--- config.mk ---
export PLATFORM = sky130hd
export DESIGN_NAME = mux_ctrl_rr
export DESIGN_NICKNAME = d
export VERILOG_FILES = /design/src/rtl/mux_ctrl_rr_pkg.sv /design/src/rtl/mux_ctrl_rr_arbiter.sv /design/src/rtl/mux_ctrl_rr.sv
export SDC_FILE = /design/constraint.sdc
export NUM_CORES = 1
export LEC_CHECK = 0
export ABC_AREA = 0
export CORE_MARGIN = 5
export CORE_UTILIZATION = 63
export CTS_BUF_LIST = sky130_fd_sc_hd__clkbuf_8 sky130_fd_sc_hd__clkbuf_16
export DETAILED_ROUTE_END_ITERATION = 8
export GPL_ROUTABILITY_DRIVEN = 0
export PLACE_DENSITY = 0.88
export REMOVE_ABC_BUFFERS = 1
export SYNTH_ARGS = -nofsm -noshare
export SYNTH_HDL_FRONTEND = slang
export SYNTH_HIERARCHICAL = 1
export SYNTH_SLANG_ARGS = --single-unit
--- constraint.sdc ---
create_clock -name clk -period 8.8 [get_ports clk]
set_clock_uncertainty 0.1 [all_clocks]
set_input_delay 1.76 -clock clk [delete_from_list [all_inputs] [get_ports clk]]
set_output_delay 1.76 -clock clk [all_outputs]
set_load 0.02 [all_outputs]
--- src/rtl/mux_ctrl_rr_pkg.sv ---
// Shared definitions for the round-robin write-mux controller: port count and per-output FSM states.
package mux_ctrl_rr_pkg;

   localparam int unsigned PORT_NUB_TOTAL = 4;

   typedef enum logic {
      MUX_ST_IDLE = 1'b0,
      MUX_ST_LOCK = 1'b1
   } mux_st_e;

endpackage

--- src/rtl/mux_ctrl_rr_arbiter.sv ---
// Round-robin arbiter: picks the first request after i_ptr (wrapping) and returns it one-hot and as an index.
module rr_arbiter
   import mux_ctrl_rr_pkg::*;
#(
   parameter int unsigned N     = PORT_NUB_TOTAL,
   parameter int unsigned SEL_W = $clog2(N)
) (
   input  logic [N-1:0]     i_req,
   input  logic [SEL_W-1:0] i_ptr,
   output logic [N-1:0]     o_gnt,
   output logic [SEL_W-1:0] o_idx,
   output logic             o_any
);

   logic [SEL_W-1:0] w_j;

   always_comb begin
      o_gnt = '0;
      o_idx = '0;
      o_any = 1'b0;
      w_j   = '0;
      // k = N lands back on i_ptr itself, so the last holder is searched last
      for (int unsigned k = 1; k <= N; k++) begin
         w_j = SEL_W'((32'(i_ptr) + k) % N);
         if (!o_any && i_req[w_j]) begin
            o_any      = 1'b1;
            o_gnt[w_j] = 1'b1;
            o_idx      = w_j;
         end
      end
   end

endmodule

--- src/rtl/mux_ctrl_rr.sv ---
// Per-output round-robin write-mux controller with packet locking.
// Optional MUX_CTRL_REG_OUT_EN registers wr_en_out/mux_sel; grant_out always stays combinational.
module mux_ctrl_rr
   import mux_ctrl_rr_pkg::*;
#(
   parameter int unsigned N = PORT_NUB_TOTAL
) (
   input  logic                       clk,
   input  logic                       rst_n,
   input  logic [N*N-1:0]             port_valid,
   input  logic [N-1:0]               port_last,
   input  logic [N-1:0]               full_in,
   output logic [N*N-1:0]             grant_out,
   output logic [N-1:0]               wr_en_out,
   output logic [N*$clog2(N)-1:0]     mux_sel
);

   localparam int unsigned SEL_W = $clog2(N);

   for (genvar gi = 0; gi < N; gi++) begin : g_out
      mux_st_e          r_state, w_nxt_state;
      logic [SEL_W-1:0] r_ptr, w_nxt_ptr;
      logic [SEL_W-1:0] r_owner, w_nxt_owner;
      logic [SEL_W-1:0] r_sel_last, w_sel, w_win_idx;
      logic [N-1:0]     w_col, w_win_oh, w_gnt;
      logic             w_any, w_wr;

      for (genvar gj = 0; gj < N; gj++) begin : g_col
         assign w_col[gj]             = port_valid[gj*N+gi];
         assign grant_out[gj*N+gi]    = w_gnt[gj];
      end

      rr_arbiter #(
         .N     (N),
         .SEL_W (SEL_W)
      ) u_arb (
         .i_req (w_col),
         .i_ptr (r_ptr),
         .o_gnt (w_win_oh),
         .o_idx (w_win_idx),
         .o_any (w_any)
      );

      always_ff @(posedge clk or negedge rst_n) begin
         if (!rst_n) begin
            r_state    <= MUX_ST_IDLE;
            r_ptr      <= SEL_W'(N-1);
            r_owner    <= '0;
            r_sel_last <= '0;
         end else begin
            r_state    <= w_nxt_state;
            r_ptr      <= w_nxt_ptr;
            r_owner    <= w_nxt_owner;
            r_sel_last <= w_sel;
         end
      end

      always_comb begin
         w_nxt_state = r_state;
         w_nxt_ptr   = r_ptr;
         w_nxt_owner = r_owner;
         w_gnt       = '0;
         w_wr        = 1'b0;
         w_sel       = r_sel_last;
         // Outputs are held quiet while reset is asserted, even with requests pending
         if (rst_n) begin
            case (r_state)
               MUX_ST_IDLE: begin
                  if (w_any && !full_in[gi]) begin
                     w_gnt = w_win_oh;
                     w_wr  = 1'b1;
                     w_sel = w_win_idx;
                     if (!port_last[w_win_idx]) begin
                        w_nxt_state = MUX_ST_LOCK;
                        w_nxt_owner = w_win_idx;
                     end else begin
                        w_nxt_ptr = w_win_idx;
                     end
                  end
               end
               MUX_ST_LOCK: begin
                  w_sel = r_owner;
                  if (w_col[r_owner] && !full_in[gi]) begin
                     w_gnt[r_owner] = 1'b1;
                     w_wr           = 1'b1;
                     if (port_last[r_owner]) begin
                        w_nxt_state = MUX_ST_IDLE;
                        w_nxt_ptr   = r_owner;
                     end
                  end
               end
            endcase
         end
      end

`ifdef MUX_CTRL_REG_OUT_EN
      logic             r_wr;
      logic [SEL_W-1:0] r_sel;

      always_ff @(posedge clk or negedge rst_n) begin
         if (!rst_n) begin
            r_wr  <= 1'b0;
            r_sel <= '0;
         end else begin
            r_wr  <= w_wr;
            r_sel <= w_sel;
         end
      end

      assign wr_en_out[gi]                 = r_wr;
      assign mux_sel[gi*SEL_W +: SEL_W]    = r_sel;
`else
      assign wr_en_out[gi]                 = w_wr;
      assign mux_sel[gi*SEL_W +: SEL_W]    = w_sel;
`endif
   end

endmodule

==> impl_metrics.json <==
{
  "seq_area_um2": 711,
  "crit_type": "input pin to output port",
  "coreArea_mm2": 0.00729,
  "hold_class": "flop to flop",
  "p_seq_share_pct": 22.9,
  "drive_gt1_share_pct": 9.90,
  "clk_path_buf_depth": 2,
  "avgSynthCellArea_um2": 8.03,
  "hpwl_mm": 8.58,
  "drc": 0,
  "synthArstFlopShare_pct": 100,
  "clkTransAtPathRegs_ns": 0.11,
  "total_power_mw": 1.66,
  "swShare_pct": 52.1,
  "grt_first_pass_wirelength_mm": 20.1,
  "drv_slew": 0,
  "start_util_pct": 65.0,
  "htree_levels": 1,
  "hold_viol": 0,
  "layout_setup_ws_ns": 2.14,
  "post-cts-setup-buffers": 0,
  "switchingPower_mw": 0.866,
  "grt_usage_pct": 23.9,
  "intPower_mw": 0.797,
  "cap_violations": 0,
  "areaGrowthSynthToFinish_pct": 9.11,
  "max_freq_mhz": 150,
  "cp_max_fo": 13,
  "post_cts_resized": 0,
  "antenna_left": 0,
  "arrival_ns": 4.80,
  "critPathCaptureType": "output port",
  "clock_sinks": 28,
  "status": "finished, final reports clean",
  "period_share_pct": 75.7,
  "grt_start_max_net_pins": 34,
  "placed_cells": 691,
  "mostFrequentLayoutCells": "nand2_1, clkdlybuf4s50_1, inv_1",
  "io_buffers": 53,
  "rows": 31,
  "viasPerCell": 6.76,
  "fin_cells": 695,
  "finish.instance_area_mm2": 0.00517,
  "seq_area_frac_synth_pct": 15.0,
  "post-route-min-period_ns": 6.66,
  "grt_overflow": 0,
  "die_h_um": 96.7,
  "routed_wl_mm": 11.9,
  "fillerInstances": 601,
  "setup_viol": 0,
  "tns_ns": 0,
  "grt_pass1_vias": 4375,
  "syn_area_mm2": 0.00474,
  "antenna_cells": 0,
  "startpoint_type": "input pin",
  "place_area_mm2": 0.00510,
  "synthCells": 590,
  "mostFrequentLayoutCell": "nand2_1",
  "vias": 4699,
  "cts_hold_buf": 0,
  "post_drt_wl_per_cell_um": 17.1,
  "drt_iter0_markers": 208,
  "multiInputGateArea_mm2": 0.00357,
  "synthFlopType": "dfrtp_1",
  "crit_required_ns": 6.94,
  "worstSkewPairLatency_ns": 0.28,
  "powerDensity_mw_per_mm2": 322,
  "rrSetupSlack_ns": 4.57,
  "worst_pin_slew_ns": 0.686,
  "place_ws_ns": 2.19,
  "cts_tree": "done",
  "p_leak_nw": 2.07,
  "die_w_um": 96.7,
  "power_frac_comb_pct": 71.0,
  "ys_ff_latch": 28,
  "dieArea_mm2": 0.00935,
  "clockPowerShare_pct": 6.2,
  "dr.pass1.iters": 4,
  "fin_util_pct": 70.9,
  "ir_worst_vdd_mv": 0.189,
  "ctsRootBufferMaster": "clkbuf_8",
  "yosysWarnings": 6,
  "cts-buffers-inserted": 3,
  "hold_ws_ns": 0.413,
  "synth-edff-count": 0,
  "ioPinCount": 54,
  "antenna_found_initial": 0,
  "nNetsFinal": 655,
  "rsz0062_at_grt": "no",
  "maxSlewHeadroom_pct": 54.2,
  "synth_cell_types": 58
}
[layout make-up]
class	count	area share, %
clock buffers	3	0.799
clock inverters	1	0.581
inverters	43	3.12
multi-input cells	467	69.0
flip-flops and latches	28	13.7
well taps	99	2.40
repair buffers	54	10.3
[state kept, by name (all words and copies together) (netlist names)]
signal and cells:
g_out.r_state 4, g_out.r_ptr 8, g_out.r_sel_last 8, g_out.r_owner 8
[cell families after synthesis]
kind of cell	share of synthesized area, %
AOI/OAI and AO/OA	27.0
adders and majority gates	8.45
buffers and inverters	9.67
DFF	15.0
muxes	15.5
and+or+nand+nor	24.4
[cell usage after synthesis (all sizes together), types with 17 or more instances]
master   n  area, µm²
o31ai   17        128
clkbuf  24       90.1
a21oi   32        160
nor2    29        109
nand2   56        210
dfrtp   20        500
a31oi   21        131
buf     28        206
o21ai   17       85.1
mux2    18        203
inv     43        161
ha      32        400
nand4   25        156
[path summary, 6_finish.rpt]
path	depth (start not counted)	to	startpoint
max reg2reg	9	g_out[2].r_owner[1]	g_out[2].r_ptr[0]
max	9	mux_sel[0]	port_valid[0]
min in group asynchronous	1	g_out[2].r_sel_last[1]	rst_n
min reg2reg	2	g_out[2].r_sel_last[1]	g_out[2].r_sel_last[1]
max in group asynchronous	2	g_out[1].r_ptr[0]	rst_n
min	2	g_out[2].r_sel_last[1]	g_out[2].r_sel_last[1]
[power groups by stage]
stage	clock network (mW)	registers (mW)	logic (mW)
after floorplan	0	0.329	0.876
after global placement	0	0.372	1.12
after detailed placement	0	0.380	1.16
after CTS	0.104	0.378	1.16
after global routing	0.109	0.405	1.29
final	0.103	0.381	1.18
[metal layers]
| metal | vias up | routed length [µm] | global-route usage [%] |
|---|---|---|---|
| met2 | 199 | 5820 | 39.9 |
| met3 | 26 | 637 | 3.02 |
| met5 | - | 0 | 0 |
| met4 | 0 | 235 | 7.02 |
| met1 | 2222 | 5210 | 32.4 |
| li1 | 2252 | - | - |
[critical path: stages]
cell and delay (ns):
clkdlybuf4s50_1 0.63, mux2i_1 0.24, a211oi_1 0.09, a311o_1 0.33, a221oi_1 0.55, nand2_1 0.17
o21ai_0 0.23, a22o_1 0.18, clkdlybuf4s50_1 0.61
No activity file was read; power rests on OpenSTA's default activity.
